## src/rtl/dsp48_pkg.sv

```systemverilog
// Shared widths, operand-select encodings and OPMODE bit positions for the
// DSP48A1-style post-adder/accumulator slice.
package dsp48_pkg;

  localparam int unsigned P_W = 48;
  localparam int unsigned M_W = 36;

  localparam logic [1:0] X_ZERO = 2'b00;
  localparam logic [1:0] X_M    = 2'b01;
  localparam logic [1:0] X_P    = 2'b10;
  localparam logic [1:0] X_DAB  = 2'b11;

  localparam logic [1:0] Z_ZERO = 2'b00;
  localparam logic [1:0] Z_PCIN = 2'b01;
  localparam logic [1:0] Z_P    = 2'b10;
  localparam logic [1:0] Z_C    = 2'b11;

  localparam int unsigned OP_SUB = 7;
  localparam int unsigned OP_CIN = 5;

endpackage

```

## src/rtl/dsp_post_adder_acc_if.sv

```systemverilog
// Operand, control and result bundle of the post-adder/accumulator slice.
// OVERFLOW exists only when DSP_POSTADD_OVF_EN is defined.
interface dsp_post_adder_acc_if;

  logic                          CEOPMODE;
  logic                          CECARRYIN;
  logic                          CEP;
  logic [7:0]                    OPMODE;
  logic                          CARRYIN;
  logic [dsp48_pkg::M_W-1:0]     M;
  logic [dsp48_pkg::P_W-1:0]     C;
  logic [dsp48_pkg::P_W-1:0]     DAB;
  logic [dsp48_pkg::P_W-1:0]     PCIN;
  logic [dsp48_pkg::P_W-1:0]     P;
  logic [dsp48_pkg::P_W-1:0]     PCOUT;
  logic                          CARRYOUT;
  logic                          CARRYOUTF;
`ifdef DSP_POSTADD_OVF_EN
  logic                          OVERFLOW;
`endif

  modport master (
    output CEOPMODE, CECARRYIN, CEP, OPMODE, CARRYIN, M, C, DAB, PCIN,
    input  P, PCOUT, CARRYOUT, CARRYOUTF
`ifdef DSP_POSTADD_OVF_EN
    , input OVERFLOW
`endif
  );

  modport slave (
    input  CEOPMODE, CECARRYIN, CEP, OPMODE, CARRYIN, M, C, DAB, PCIN,
    output P, PCOUT, CARRYOUT, CARRYOUTF
`ifdef DSP_POSTADD_OVF_EN
    , output OVERFLOW
`endif
  );

endinterface

```

## src/rtl/dsp_pipe_reg.sv

```systemverilog
// CE-gated pipeline register with asynchronous active-low clear; Bypass turns
// it into a plain wire so optional pipeline stages share one primitive.
module dsp_pipe_reg #(
  parameter int unsigned Width  = 1,
  parameter bit          Bypass = 1'b0
) (
  input  logic             clk,
  input  logic             rst,
  input  logic             ce_i,
  input  logic [Width-1:0] d_i,
  output logic [Width-1:0] q_o
);

  if (Bypass) begin : g_bypass
    logic unused_ctrl;
    assign unused_ctrl = ^{clk, rst, ce_i};
    assign q_o = d_i;
  end else begin : g_reg
    logic [Width-1:0] q_q;
    always_ff @(posedge clk or negedge rst) begin
      if (!rst) begin
        q_q <= '0;
      end else if (ce_i) begin
        q_q <= d_i;
      end
    end
    assign q_o = q_q;
  end

endmodule

```

## src/rtl/dsp_post_adder_acc.sv

```systemverilog
// Post-adder/accumulator: X/Z operand muxes, add/subtract with carry-in, P and
// CARRYOUT registers. Define DSP_POSTADD_OVF_EN to add the signed OVERFLOW flag.
module dsp_post_adder_acc
  import dsp48_pkg::*;
#(
  parameter int unsigned OPMODEREG  = 1,
  parameter int unsigned CARRYINREG = 1,
  parameter string       CARRYINSEL = "OPMODE5"
) (
  input  logic                clk,
  input  logic                rst,
  dsp_post_adder_acc_if.slave bus
);

  localparam bit UseCarryinPort = (CARRYINSEL == "CARRYIN");

  logic [7:0]     opmode_q;
  logic           cin_src;
  logic           cin_q;
  logic [P_W-1:0] x_mux;
  logic [P_W-1:0] z_mux;
  logic [P_W:0]   sum;
  logic [P_W-1:0] p_q;
  logic           carry_q;
  logic           unused_opmode;

  // Carry-in source is taken from the raw input so that, like OPMODE, it
  // costs exactly one cycle when registered.
  assign cin_src = UseCarryinPort ? bus.CARRYIN : bus.OPMODE[OP_CIN];
  assign unused_opmode = opmode_q[6] ^ opmode_q[4];

  dsp_pipe_reg #(.Width(8), .Bypass(OPMODEREG == 0)) u_opmode_reg (
    .clk  (clk),
    .rst  (rst),
    .ce_i (bus.CEOPMODE),
    .d_i  (bus.OPMODE),
    .q_o  (opmode_q)
  );

  dsp_pipe_reg #(.Width(1), .Bypass(CARRYINREG == 0)) u_cin_reg (
    .clk  (clk),
    .rst  (rst),
    .ce_i (bus.CECARRYIN),
    .d_i  (cin_src),
    .q_o  (cin_q)
  );

  always_comb begin
    x_mux = '0;
    case (opmode_q[1:0])
      X_ZERO: x_mux = '0;
      X_M:    x_mux = {{(P_W-M_W){1'b0}}, bus.M};
      X_P:    x_mux = p_q;
      X_DAB:  x_mux = bus.DAB;
    endcase
  end

  always_comb begin
    z_mux = '0;
    case (opmode_q[3:2])
      Z_ZERO: z_mux = '0;
      Z_PCIN: z_mux = bus.PCIN;
      Z_P:    z_mux = p_q;
      Z_C:    z_mux = bus.C;
    endcase
  end

  // Bit 48 is carry on add and borrow on subtract.
  always_comb begin
    if (opmode_q[OP_SUB]) begin
      sum = {1'b0, z_mux} - ({1'b0, x_mux} + {{P_W{1'b0}}, cin_q});
    end else begin
      sum = {1'b0, z_mux} + {1'b0, x_mux} + {{P_W{1'b0}}, cin_q};
    end
  end

  dsp_pipe_reg #(.Width(P_W), .Bypass(1'b0)) u_p_reg (
    .clk  (clk),
    .rst  (rst),
    .ce_i (bus.CEP),
    .d_i  (sum[P_W-1:0]),
    .q_o  (p_q)
  );

  dsp_pipe_reg #(.Width(1), .Bypass(1'b0)) u_carry_reg (
    .clk  (clk),
    .rst  (rst),
    .ce_i (bus.CEP),
    .d_i  (sum[P_W]),
    .q_o  (carry_q)
  );

  assign bus.P         = p_q;
  assign bus.PCOUT     = p_q;
  assign bus.CARRYOUT  = carry_q;
  assign bus.CARRYOUTF = carry_q;

`ifdef DSP_POSTADD_OVF_EN
  logic [P_W+1:0] sres;
  logic           ovf_d;
  logic           ovf_q;

  // Two guard bits hold the exact signed result; overflow when it leaves 48-bit range.
  always_comb begin
    if (opmode_q[OP_SUB]) begin
      sres = {{2{z_mux[P_W-1]}}, z_mux} - {{2{x_mux[P_W-1]}}, x_mux}
             - {{(P_W+1){1'b0}}, cin_q};
    end else begin
      sres = {{2{z_mux[P_W-1]}}, z_mux} + {{2{x_mux[P_W-1]}}, x_mux}
             + {{(P_W+1){1'b0}}, cin_q};
    end
    ovf_d = (sres[P_W+1] != sres[P_W-1]) || (sres[P_W] != sres[P_W-1]);
  end

  dsp_pipe_reg #(.Width(1), .Bypass(1'b0)) u_ovf_reg (
    .clk  (clk),
    .rst  (rst),
    .ce_i (bus.CEP),
    .d_i  (ovf_d),
    .q_o  (ovf_q)
  );

  assign bus.OVERFLOW = ovf_q;
`endif

endmodule

```

## src/flat_wrapper.sv

```systemverilog
// flat-port wrapper written by rule: the top's interface ports become plain ports
module dsp_post_adder_acc_flat import dsp48_pkg::*;
#(
  parameter int unsigned OPMODEREG  = 1,
  parameter int unsigned CARRYINREG = 1,
  parameter string       CARRYINSEL = "       "
)
  (clk, rst, bus_CEOPMODE, bus_CECARRYIN, bus_CEP, bus_OPMODE, bus_CARRYIN, bus_M, bus_C, bus_DAB, bus_PCIN, bus_P, bus_PCOUT, bus_CARRYOUT, bus_CARRYOUTF);
  dsp_post_adder_acc_if bus_i ();
  input  logic clk;
  input  logic rst;
  input wire logic [$bits(bus_i.CEOPMODE)-1:0] bus_CEOPMODE;
  input wire logic [$bits(bus_i.CECARRYIN)-1:0] bus_CECARRYIN;
  input wire logic [$bits(bus_i.CEP)-1:0] bus_CEP;
  input wire logic [$bits(bus_i.OPMODE)-1:0] bus_OPMODE;
  input wire logic [$bits(bus_i.CARRYIN)-1:0] bus_CARRYIN;
  input wire logic [$bits(bus_i.M)-1:0] bus_M;
  input wire logic [$bits(bus_i.C)-1:0] bus_C;
  input wire logic [$bits(bus_i.DAB)-1:0] bus_DAB;
  input wire logic [$bits(bus_i.PCIN)-1:0] bus_PCIN;
  output wire logic [$bits(bus_i.P)-1:0] bus_P;
  output wire logic [$bits(bus_i.PCOUT)-1:0] bus_PCOUT;
  output wire logic [$bits(bus_i.CARRYOUT)-1:0] bus_CARRYOUT;
  output wire logic [$bits(bus_i.CARRYOUTF)-1:0] bus_CARRYOUTF;
  assign bus_i.CEOPMODE = bus_CEOPMODE;
  assign bus_i.CECARRYIN = bus_CECARRYIN;
  assign bus_i.CEP = bus_CEP;
  assign bus_i.OPMODE = bus_OPMODE;
  assign bus_i.CARRYIN = bus_CARRYIN;
  assign bus_i.M = bus_M;
  assign bus_i.C = bus_C;
  assign bus_i.DAB = bus_DAB;
  assign bus_i.PCIN = bus_PCIN;
  assign bus_P = bus_i.P;
  assign bus_PCOUT = bus_i.PCOUT;
  assign bus_CARRYOUT = bus_i.CARRYOUT;
  assign bus_CARRYOUTF = bus_i.CARRYOUTF;
  dsp_post_adder_acc #(.OPMODEREG(OPMODEREG), .CARRYINREG(CARRYINREG), .CARRYINSEL(CARRYINSEL)) u_core (.clk(clk), .rst(rst), .bus(bus_i));
endmodule
```

## config.mk

```make
export PLATFORM = sky130hd
export DESIGN_NAME = dsp_post_adder_acc_flat
export DESIGN_NICKNAME = d
export VERILOG_FILES = /design/src/rtl/dsp48_pkg.sv /design/src/rtl/dsp_post_adder_acc_if.sv /design/src/rtl/dsp_pipe_reg.sv /design/src/rtl/dsp_post_adder_acc.sv /design/src/flat_wrapper.sv
export SDC_FILE = /design/constraint.sdc
export NUM_CORES = 1
export LEC_CHECK = 0
export ABC_AREA = 1
export BUFFER_PORTS_ARGS = -buffer_cell sky130_fd_sc_hd__buf_2
export CAP_MARGIN = 20
export CORE_MARGIN = 2
export CORE_UTILIZATION = 25
export DETAILED_ROUTE_END_ITERATION = 10
export PLACE_DENSITY = 0.55
export RECOVER_POWER = 25
export SYNTH_ARGS = -nofsm -noshare
export SYNTH_HDL_FRONTEND = slang
export SYNTH_SLANG_ARGS = --single-unit
export TNS_END_PERCENT = 100
```

## constraint.sdc

```tcl
create_clock -name clk -period 4.2 [get_ports clk]
set_input_delay 1.26 -clock clk [delete_from_list [all_inputs] [get_ports clk]]
set_output_delay 1.26 -clock clk [all_outputs]
set_load 0.02 [all_outputs]
```

======== After elaboration in Yosys (flattened, before gate mapping) ========
Index checks and enable logic that the tools add are counted.
storage, ports and cells
  word-level logic and storage cells ...... 19
  output and inout bits ................... 98
  register bits ........................... 58
  input port bits ......................... 194
cells by class
  reduce and logical (&&, ||, !) cells .... 2
  add/subtract/negate cells ............... 4
  eq/ne operators ......................... 6
  mux-type cells .......................... 3
operators with widths
  cell                number
  $pmux 48 s4         2
  $add 48x1->49       1
  $add 48x48->49      1
  $add 49x1->49       1
  $mux 49             1
  $sub 48x49->49      1
  $eq 2x2->1 const B  4
  $eq 2x1->1 const B  2
  $logic_not 2->1     2

======== Logic depth before layout (Yosys ltp) ========
Gate-level depths: netlist of run 1.
  depth in word-level cells ............... 5
  mapped depth ............................ 25
  gate-level depth less buffers ........... 24

======== Cells and area by module ========
From an unflattened synthesis of run 1, not the netlist that was laid out.
second synthesis, totals
  cell total of the unflattened synthesis .. 2489
  area, all modules ....................... 13459.2 um^2
by module, submodules not included
  module                                  sequential area each (um^2)  instances  area an instance (um^2)  cells an instance
  dsp_post_adder_acc                      0.0                          1          11268.3                  2242
  dsp_pipe_reg at u_core.u_p_reg          1201.2                       1          1805.5                   203
  dsp_pipe_reg at u_core.u_opmode_reg     200.2                        1          305.3                    34
  dsp_pipe_reg at u_core.u_carry_reg ...  25.0                         2          40.0                     5

======== Least setup slack after synthesis of run 1 ========
No wires, ideal clock.
  kind .................................... input to register
  from .................................... in bus_C[3]
  to ...................................... reg u_core.u_p_reg.g_reg.q_q[18] (netlist: u_core.u_p_reg.q_o[18])
  required time ........................... 4.079 ns
  setup slack ............................. 0.760 ns
  arrival time ............................ 3.319 ns
  stages .................................. 18
  buffers on the path ..................... 0
  setup time .............................. 0.121 ns
  cells stage by stage .................... nand2_1 -> o21ai_0 -> a21oi_1 -> inv_1 -> ha_1 -> ha_1 -> a21oi_2 -> nand2_2 -> nand2_1 -> nand2_2 -> nand2_1 -> nand2_1 -> a21oi_1 -> nor2_1 -> nor2_1 -> nand2_1 -> nand3_1 -> o21ai_1
on the way
  longest elaborated chain between the ends .. 4
  elaborated cells between the ends (all ways) .. 5
  classes of those cells .................. add/sub: 3; mux: 2
RTL lines
  what                  line                      source
  start, declared       flat_wrapper.sv:18        input wire logic [$bits(bus_i.C)-1:0] bus_C;
  $pmux 48 s4 (*)       dsp_post_adder_acc.sv:60  case (opmode_q[3:2])
  $add 48x48->49        dsp_post_adder_acc.sv:73  sum = {1'b0, z_mux} + {1'b0, x_mux} + {{P_W{1'b0}}, cin_q};
  $add 49x1->49         dsp_post_adder_acc.sv:73
  $mux 49 (*)           dsp_post_adder_acc.sv:70  if (opmode_q[OP_SUB]) begin
  end signal, assigned  dsp_pipe_reg.sv:24        q_q <= d_i;
  end, declared         dsp_pipe_reg.sv:19        logic [Width-1:0] q_q;
Mark *: on every way between the ends. The rest lies on a longest branch, timed or not.
A chain may end at the register's enable or synchronous reset.

======== Final worst setup path of run 1 ========
  from .................................... in bus_C[11]
  to ...................................... reg u_core.u_p_reg.g_reg.q_q[36] (netlist: u_core.u_p_reg.q_o[36])
The elaborated chain is that of the path after synthesis.

==> results.md, run 1 <==
- Internal power: 3.95 mW
- Via count: 16500
- Layout cells sized above 1: 0.178
- Fin Hold WS: 552 ps
- Warnings from Yosys: 0
- Largest net degree at the start of global routing: 70
- Outcome: finished with violations
- Cell count after placement: 3459
- # DRC: 0
- Final net count: 3115
- CP Launch Type: input pin
- Root Driver: clkbuf_16
- Gr usage total: 0.219
- Post-Layout Cell Count: 3467
- WP data arrival: 4200 ps
- RSZ-0062 raised after global routing: no
- Reg power frac: 0.104
- Switching share of power: 0.617
- Slew Viols, Final: 34
- Clk_lat worst skew: 330 ps
- Worst hold path type: reg2reg
- Placement row count: 84
- CP max FO: 5
- Max incr delay on CP: 370 ps
- Cts-stage hold buffer count: 0
- Setup TNS Final: 0 ps
- Setup CP Type: in2reg
- Initial Utilization: 0.253
- Clk pin slew, worst setup/hold paths: 90 ps
- Yosys cell types: 47
- Area Overhead vs Synth: 21.2%
- Slew at the pin closest to its max-slew limit: 2050 ps
- ANT cells: 0
- VDD IR max: 0.000222 V
- Comb power frac: 0.851
- Vias in the first global route: 15500
- Power per cell area: 638 nW/um2
- Die Y: 235 um
- CP max-delay cell: ha_1
- Final min period: 3930 ps
- Synthesized Nets: 2800
- Cells after synthesis: 2463
- DRT antenna net count: 0
- CTS resizes: 0
- Worst-case clock buffer depth: 2
- Final hold violation count: 0
- Overall Power: 10.3 mW
- Die X: 235 um
- # port buffers: 288
- Synthesized area per cell: 5.42 um2
- Seq/Total Area, Yosys: 0.103
- Async SR Flop Fraction: 1.00
- Max-Slew Margin vs Limit: -0.366
- Fin Clk Skew: 15.5 ps
- CP endpoint: u_core.u_p_reg.q_o[36]$_DFFE_PN0P_
- Routed vias/inst: 4.76
- Core ar.: 52700 um2
- Nature of the critical path endpoint: flip-flop
- EDFF count, synth: 0
- DP Area: 16000 um2
- Failing checks: max-capacitance violations, max-slew violations
- Main synth FF type: dfrtp_1
- Critical Path, Cell by Cell: buf_2, nand2_1, o21ai_0, a21oi_1, inv_1, ha_1, ha_1, nand2_1, inv_1, a21oi_1, o21ai_0, nand2_1, nand2_1, nand2_1, nand3_1, nand2_1, nand3_1, nand2_1, nand2_1, nand2_1
- Clk pwr share: 0.045
- Drt initial violations: 1394
- Reg-to-reg critical path endpoint: u_core.u_p_reg.q_o[30]$_DFFE_PN0P_
- Leakage: 9.37 nW
- First-pass DRT Iterations: 8
- Top cell by count, worst path: nand2_1
- Register-to-register setup slack: 300 ps
- Filler Cell Count: 6135
- Initial antenna violation count: 0
- Num CTS Buffers: 5
- RR Startpoint: u_core.u_opmode_reg.q_o[3]$_DFFE_PN0P_
- Routability Congestion: 0.997
- WP data required: 4470 ps
- Die ar.: 55200 um2
- # clock sinks: 55
- Max_cap viols: 1
- Post-CTS Repair Setup Buffers: 0
- Fin area: 16200 um2
- Max Fclk: 255 MHz
- First-pass GRT wire length: 92.5 mm
- Final wirelength: 62.6 mm
- FF-to-FF path depth: 18
- Wire per inst: 18.1 um
- Net switching power: 6.37 mW
- Final-report setup violation count: 0
- Mapped cell area: 13300 um2
- Yosys reg bits: 55
- Crit. Startpoint: bus_C[11]
- H-tree Lvls: 2
- Final worst path period share: 0.935
- Grt total ovfl: 0
- Detailed Place HPWL: 54.2 mm
- CTS tree: done
- I/O pins: 292
==> through the flow <==
stage / setup WS, ps / utilization
after floorplan: 760 / -
after global placement: 28.2 / 0.305
after detailed placement: 45.1 / 0.305
after CTS: 298 / 0.307
after global routing: 5.06 / 0.307
final: 275 / 0.307
==> state kept, by name (all words and copies together), names as in the netlist <==
| name | count |
|---|---|
| u_core.u_opmode_reg.q_o | 5 |
| u_core.u_cin_reg.q_o | 1 |
| u_core.u_p_reg.q_o | 48 |
| u_core.u_carry_reg.q_o | 1 |
==> placed cells by master (no fill, tap or decap), drive strengths merged <==
| cell | count |
|---|---|
| nor3b | 1 |
| a21boi | 2 |
| clkinv | 1 |
| dfrtp | 55 |
| a22o | 8 |
| o211ai | 28 |
| dlymetal6s4s | 1 |
| o21ai | 145 |
| or2 | 6 |
| and2 | 1 |
| nor3 | 27 |
| nor2 | 172 |
| fa | 4 |
| buf | 403 |
| xor2 | 8 |
| nor4 | 4 |
| a22oi | 2 |
| nand2 | 863 |
| o21bai | 19 |
| o21a | 6 |
| clkinvlp | 1 |
| a21oi | 175 |
| clkbuf | 8 |
| inv | 477 |
| nand3b | 9 |
| ha | 139 |
| a21o | 21 |
| a31oi | 6 |
| nand3 | 152 |
| and3 | 1 |
| o221ai | 1 |
| nand4 | 33 |
==> critical path, delay by kind of cell <==
family	cells	cell delay, ps
adders and majority gates	2	720
and+or+nand+nor	11	1100
AOI/OAI and AO/OA	4	870
buffers and inverters	3	240
==> power groups by stage <==
stage | clock [mW] | combinational [mW] | sequential, mW
floorplan | 0 | 5.41 | 1.24
global placement | 0 | 8.60 | 1.08
detailed placement | 0 | 8.61 | 1.08
CTS | 0.473 | 8.65 | 1.08
global route | 0.487 | 9.59 | 1.11
finish | 0.462 | 8.79 | 1.07
==> cell families (layout without fill, tap and decap cells) <==
| group | after synthesis | count (layout) | synth area share |
|---|---|---|---|
| AND/OR/NAND/NOR | 1269 | 1269 | 0.401 |
| XOR/XNOR | 8 | 8 | 0.00525 |
| adder cells (fa/ha/maj) | 143 | 143 | 0.136 |
| AO/OA/AOI/OAI | 413 | 413 | 0.177 |
| flip-flops | 55 | 55 | 0.103 |
| buffers and inverters | 575 | 891 | 0.177 |
==> routing by layer <==
| layer | track usage | share of wire |
|---|---|---|
| met3 | 0.0117 | 0.052 |
| met1 | 0.296 | 0.45 |
| met4 | 0.0784 | 0.037 |
| met5 | 0 | 0 |
| met2 | 0.369 | 0.46 |
==> cell usage after synthesis, types with 9 or more instances <==
cell type	count	area share
ha_1	139	0.13
o211ai_1	28	0.016
inv_1	467	0.13
a21oi_1	170	0.064
nand4_1	33	0.015
nand3b_1	9	0.0051
clkbuf_1	35	0.0099
nand2_2	30	0.014
o21ai_1	18	0.0068
nand3_1	145	0.054
o21ai_0	123	0.046
nor2_2	10	0.0047
nor2_1	162	0.046
nor3_1	21	0.0079
a21o_1	21	0.012
nand2_1	828	0.23
buf_4	49	0.028
dfrtp_1	55	0.10
inv_2	10	0.0028
o21bai_1	17	0.0096
==> worst min-delay path by stage <==
stage / startpoint / slack [ps] / depth (start not counted) / endpoint
after floorplan: u_core.u_opmode_reg.q_o[0]$_DFFE_PN0P_ / 530 / 2 / u_core.u_opmode_reg.q_o[0]$_DFFE_PN0P_
after detailed placement: u_core.u_carry_reg.q_o$_DFFE_PN0P_ / 540 / 2 / u_core.u_carry_reg.q_o$_DFFE_PN0P_
final: u_core.u_carry_reg.q_o$_DFFE_PN0P_ / 550 / 2 / u_core.u_carry_reg.q_o$_DFFE_PN0P_
after global routing: u_core.u_carry_reg.q_o$_DFFE_PN0P_ / 560 / 2 / u_core.u_carry_reg.q_o$_DFFE_PN0P_
after global placement: u_core.u_carry_reg.q_o$_DFFE_PN0P_ / 530 / 2 / u_core.u_carry_reg.q_o$_DFFE_PN0P_
after CTS: u_core.u_carry_reg.q_o$_DFFE_PN0P_ / 560 / 2 / u_core.u_carry_reg.q_o$_DFFE_PN0P_
==> final cells by class <==
type	instances	area, um2	area share
Multi-Input combinational cell	1833	9620	0.595
Timing Repair Buffer	406	2380	0.147
Inverter	477	1790	0.111
Sequential cell	55	1380	0.0852
Tap cell	688	861	0.0532
Clock buffer	6	129	0.00797
Clock inverter	2	12.5	0.000774
Note: power is estimated with default switching activity, not from simulation.
==> run 2: changes to the inputs <==
Settings changed: CORE_MARGIN 2 to unset.
==> run 2 against run 1 <==
Clock skew shrank 7.0 ps. Clock power grew 17%. The run still ends with max-capacitance violations, max-slew violations left. Die area decreased by 1.7%. Worst setup slack improved by 31 ps. Largest cell class unchanged. Hold slack lost 31 ps. Sequential cell count did not move. Power grew 2.1%.
==> results.md, run 2 (synthesized netlist as in run 1, its figures left out) <==
- CP Launch Type: input pin
- Layout cells sized above 1: 0.182
- Root Driver: clkbuf_16
- I/O pins: 292
- Final core occ: 0.310
- Initial antenna violation count: 0
- Initial Utilization: 0.253
- Max-Slew Margin vs Limit: -0.206
- Most common cell after layout, fill and taps aside: nand2_1
- Fin area: 16300 um2
- Post-Layout Cell Count: 3481
- Fin Clk Skew: 8.44 ps
- Grt total ovfl: 0
- DRT antenna net count: 0
- Slew at the pin closest to its max-slew limit: 1810 ps
- Filler Cell Count: 6070
- Max reg flops: 48
- CTS resizes: 0
- First-pass DRT Iterations: 6
- Clk pin slew, worst setup/hold paths: 80 ps
- Commonest cells after routing, fill and taps aside: nand2_1, inv_1, buf_2, a21oi_1, nor2_1
- Nature of the critical path endpoint: flip-flop
- Outcome: finished with violations
- RSZ-0062 raised after global routing: no
- Worst hold path type: reg2reg
- Max_cap viols: 1
- Setup TNS Final: 0 ps
- Failing checks: max-capacitance violations, max-slew violations
- First-pass GRT wire length: 91.6 mm
- # clock sinks: 55
- Final min period: 3890 ps
- VDD IR max: 0.000226 V
- Vias in the first global route: 15300
- Final worst path period share: 0.927
- Final net count: 3129
- WP data required: 4430 ps
- # DRC: 0
- Cell count after placement: 3473
- Gr usage total: 0.227
- Routability Congestion: 1.02
- Placement row count: 84
- Detailed Place HPWL: 54.2 mm
- # port buffers: 288
- Final wirelength: 63.0 mm
- Die ar.: 54300 um2
- Die Y: 233 um
- Final-report setup violation count: 0
- Drt initial violations: 1459
- CP max FO: 5
- ANT cells: 0
- Core ar.: 52700 um2
- DP Area: 16100 um2
- Area Overhead vs Synth: 22.2%
- Max Fclk: 257 MHz
- Cts-stage hold buffer count: 0
- Final setup margin: 305 ps
- Via count: 16600
- Routed vias/inst: 4.78
- DP Worst Slack: 20.7 ps
- Power per cell area: 647 nW/um2
- CTS tree: done
- H-tree Lvls: 2
- Final hold violation count: 0
- Clk_lat worst skew: 340 ps
- Hold path cells: 2
- Setup CP Type: in2reg
- Num CTS Buffers: 5
- Leakage: 9.44 nW
- Post-CTS Repair Setup Buffers: 0
- FF-to-FF path depth: 24
- WP data arrival: 4120 ps
- Largest net degree at the start of global routing: 70
- Slew Viols, Final: 27
- Worst-case clock buffer depth: 2
- Wire per inst: 18.1 um
- Die X: 233 um
run 2: cell types whose count changed in the layout (fill, tap and decap cells not counted):
cell	change
buf_12	+1
buf_4	+12
bufinv_16	+1
clkbuf_1	+2
clkinv_2	-1
dlymetal6s4s_1	-1
inv_2	+1
inv_4	-1
run 2: worst paths after layout:
| kind | slack (ps) | start | end |
|---|---|---|---|
| worst max-delay path | 310 | bus_C[9] | u_core.u_p_reg.q_o[37]$_DFFE_PN0P_ |
| worst min-delay path | 520 | u_core.u_carry_reg.q_o$_DFFE_PN0P_ | u_core.u_carry_reg.q_o$_DFFE_PN0P_ |
| min in group asynchronous | 860 | rst | u_core.u_opmode_reg.q_o[0]$_DFFE_PN0P_ |
| worst max register to register | 360 | u_core.u_opmode_reg.q_o[3]$_DFFE_PN0P_ | u_core.u_p_reg.q_o[37]$_DFFE_PN0P_ |
| max in group asynchronous | 1250 | rst | u_core.u_p_reg.q_o[45]$_DFFE_PN0P_ |
| worst min register to register | 520 | u_core.u_carry_reg.q_o$_DFFE_PN0P_ | u_core.u_carry_reg.q_o$_DFFE_PN0P_ |
run 2: metal layers:
layer	global-route usage	wire (um)
met1	0.303	28200
met2	0.382	29100
met3	0.0146	3450
met4	0.0842	2280
met5	0	0
run 2: critical path, cell delays in order:
cell and delay, ps:
buf_2 90, nand2_1 50, o21ai_0 70, a21oi_1 160
buf_4 150, inv_1 40, ha_1 280, ha_1 450
nand2_1 140, nor2_1 150, inv_1 80, o21ai_0 190
buf_4 150, nand2_1 40, nand2_1 80, nand2_1 110
nand3_1 90, nand2_1 50, nand3_1 220, nand2_1 140
nand2_1 70, nand2_1 60
run 2: per-stage QoR:
stage                     hold slack, ps  power [mW]
final                                521        10.5
after global routing                 580        11.4
after CTS                            538        10.4
after detailed placement             518        9.83
after global placement               511        9.82
after floorplan                      534        6.65
run 2: power breakdown:
| part | switching (mW) | total, mW | leakage [nW] | internal [mW] |
|---|---|---|---|---|
| sequential | 0.317 | 1.07 | 0.667 | 0.754 |
| combinational | 5.85 | 8.93 | 8.70 | 3.08 |
| clock | 0.256 | 0.540 | 0.0771 | 0.284 |
| total | 6.42 | 10.5 | 9.44 | 4.12 |
run 2: layout make-up:
cell class                      count  area, um2  share of cell area
Inverter                          477       1790               0.110
Clock buffer                        6        129             0.00791
Clock inverter                      2       37.5             0.00230
Tap cell                          688        861              0.0528
Sequential cell                    55       1380              0.0845
Multi-Input combinational cell   1833       9620               0.590
Timing Repair Buffer              420       2480               0.152
==> run 3: changes to the inputs <==
Settings changed: CORE_UTILIZATION 25 to 45, PLACE_DENSITY 0.55 to 0.8.
==> run 3 against run 2 <==
Design area is 2.9% lower. Global-route usage is 18 points higher. Clock power is 4% higher. Worst setup slack worse by 130 ps. Largest power group unchanged. Core utilization is 24 points higher. Critical endpoint is now u_core.u_p_reg.q_o[32]$_DFFE_PN0P_. Sequential power hardly changed. Sequential cell count stayed put. The run still ends with max-capacitance violations, max-slew violations left. Count of clock-buffer cells in the layout stayed put. Sequential share of layout area is 0.25 points higher. Register-to-register slack worse by 190 ps. Clock skew is 11 ps higher. Critical path depth is 4 lower.
==> results.md, run 3 (synthesized netlist as in run 1, its figures left out) <==
- Max Fclk: 248 MHz
- Die X: 174 um
- Drt initial violations: 2134
- Post-Layout Cell Count: 3169
- DP Area: 15600 um2
- Gr usage total: 0.409
- Detailed Place HPWL: 53.5 mm
- Layout cells sized above 1: 0.180
- Post-CTS Repair Setup Buffers: 0
- Crit path max-delay family: compound AO/OA/AOI/OAI gates
- Initial antenna violation count: 1
- Comb power frac: 0.848
- Hold path cells: 2
- Leakage: 9.38 nW
- Final hold violation count: 0
- Overall Power: 10.6 mW
- Die ar.: 30300 um2
- Final core occ: 0.547
- Met1 usage: 0.556
- Fin area: 15800 um2
- Switching share of power: 0.620
- Setup TNS Final: 0 ps
- Grt peak-use layer: met2
- First-pass DRT Iterations: 6
- Internal power: 4.05 mW
- Clk pwr share: 0.053
- Placement row count: 62
- Largest net degree at the start of global routing: 70
- Initial Utilization: 0.461
- Critical Path Stages: 18
- Commonest cells after routing, fill and taps aside: nand2_1, inv_1, buf_2, a21oi_1, nor2_1
- Clk_lat worst skew: 340 ps
- GRT met2 Usage: 0.637
- Worst hold path type: reg2reg
- Cell count after placement: 3161
- First-pass GRT wire length: 93.1 mm
- Final net count: 3121
- Fin Clk Skew: 19.6 ps
- Die Y: 174 um
- Met3 Track Usage GR: 0.0927
- Grt total ovfl: 0
- Worst Hold Launch: u_core.u_p_reg.q_o[25]$_DFFE_PN0P_
- CP max-delay cell: buf_4
- Clk pin slew, worst setup/hold paths: 90 ps
- Cts-stage hold buffer count: 0
- Core ar.: 28900 um2
- Final-report setup violation count: 0
- Nature of the critical path endpoint: flip-flop
- RSZ-0062 raised after global routing: no
- Max reg flops: 48
- Fin Hold WS: 546 ps
- Area Overhead vs Synth: 18.6%
- Max-Slew Margin vs Limit: -0.0359
- Power per cell area: 673 nW/um2
- Final setup margin: 172 ps
- Net switching power: 6.59 mW
- DRT antenna net count: 0
- # port buffers: 288
- FF-to-FF path depth: 18
- Critical Path, Cell by Cell: nand2_1, clkinv_1, buf_4, nand2_1, o211ai_1, ha_1, ha_1, a21oi_1, o21ai_0, a21oi_1, o21ai_1, inv_1, nand2_1, nand2_1, nand3_1, nand2_1, nand2_1, nand2_1
- Via count: 17300
- ANT cells: 0
- I/O pins: 292
- Max_cap viols: 1
- CP max FO: 48
- # DRC: 0
- RR Startpoint: u_core.u_opmode_reg.q_o[1]$_DFFE_PN0P_
- VDD IR max: 0.000442 V
- Reg-to-reg critical path endpoint: u_core.u_p_reg.q_o[32]$_DFFE_PN0P_
- Root Driver: clkbuf_16
- CP Launch Type: flip-flop
- Wire per inst: 19.8 um
- DP Worst Slack: -18.2 ps
- Final worst path period share: 0.959
- Outcome: finished with violations
- Register-to-register setup slack: 170 ps
- Slew Viols, Final: 47
- Final wirelength: 62.9 mm
- Max incr delay on CP: 490 ps
- Setup CP Type: reg2reg
- Routed vias/inst: 5.47
- Num CTS Buffers: 5
- Slew at the pin closest to its max-slew limit: 1550 ps
- Filler Cell Count: 3106
- WP data required: 4480 ps
- Endpoint, Worst Hold: u_core.u_p_reg.q_o[25]$_DFFE_PN0P_
- Worst-case clock buffer depth: 2
- Vias in the first global route: 16100
- Worst path bufs/invs: 3
- CTS tree: done
- CTS resizes: 0
- Routability Congestion: 1.04
- Failing checks: max-capacitance violations, max-slew violations
- Most common cell after layout, fill and taps aside: nand2_1
- WP data arrival: 4300 ps
- # clock sinks: 55
- H-tree Lvls: 2
- Top cell by count, worst path: nand2_1
- Final min period: 4030 ps
- Crit. Startpoint: u_core.u_opmode_reg.q_o[1]$_DFFE_PN0P_
- Reg power frac: 0.099
==> run 3: cell count changes in the layout (fill, tap and decap cells not counted), sizes merged <==
| cell | previous run | this run |
|---|---|---|
| buf | 416 | 408 |
| inv | 477 | 475 |
| clkinvlp | 1 | 0 |
| clkinv | 0 | 3 |
==> run 3: worst max path at each step <==
stage | slack (ps) | endpoint
final | 170 | u_core.u_p_reg.q_o[32]$_DFFE_PN0P_
after global routing | 10 | u_core.u_p_reg.q_o[37]$_DFFE_PN0P_
after detailed placement | -20 | u_core.u_p_reg.q_o[37]$_DFFE_PN0P_
after floorplan | 760 | u_core.u_p_reg.q_o[18]$_DFFE_PN0P_
after global placement | 30 | u_core.u_p_reg.q_o[32]$_DFFE_PN0P_
after CTS | 330 | u_core.u_p_reg.q_o[37]$_DFFE_PN0P_
==> run 3: power by group through the flow <==
stage                     sequential [mW]  combinational [mW]  clock [mW]
after global routing                 1.08                9.79       0.572
after detailed placement             1.05                8.73           0
after CTS                            1.04                8.77       0.554
after floorplan                      1.24                5.41           0
after global placement               1.04                8.64           0
final                                1.06                9.03       0.559
==> run 3: final cells by class <==
| class | instances | area [um2] | area share |
|---|---|---|---|
| Multi-Input combinational cell | 1833 | 9620 | 0.608 |
| Clock inverter | 2 | 35.0 | 0.00221 |
| Timing Repair Buffer | 412 | 2380 | 0.150 |
| Tap cell | 384 | 480 | 0.0304 |
| Inverter | 477 | 1790 | 0.113 |
| Sequential cell | 55 | 1380 | 0.0870 |
| Clock buffer | 6 | 139 | 0.00878 |
==> run 3: metal layers <==
metal | share of wire | wire length [um] | vias to the layer above
li1 | - | - | 8320
met1 | 0.42 | 26600 | 7999
met2 | 0.43 | 27000 | 906
met3 | 0.11 | 7100 | 95
met4 | 0.032 | 2000 | 2
met5 | 0.0017 | 104 | -
==> run 3: worst reg2reg max path, delay by kind of cell, from the launching register on <==
kind / cells / cell delay [ps]
buffers and inverters: 3 / 640
AND/OR/NAND/NOR: 8 / 990
AO/OA/AOI/OAI: 5 / 1220
flip-flops: 1 / 420
adder cells (fa/ha/maj): 2 / 720
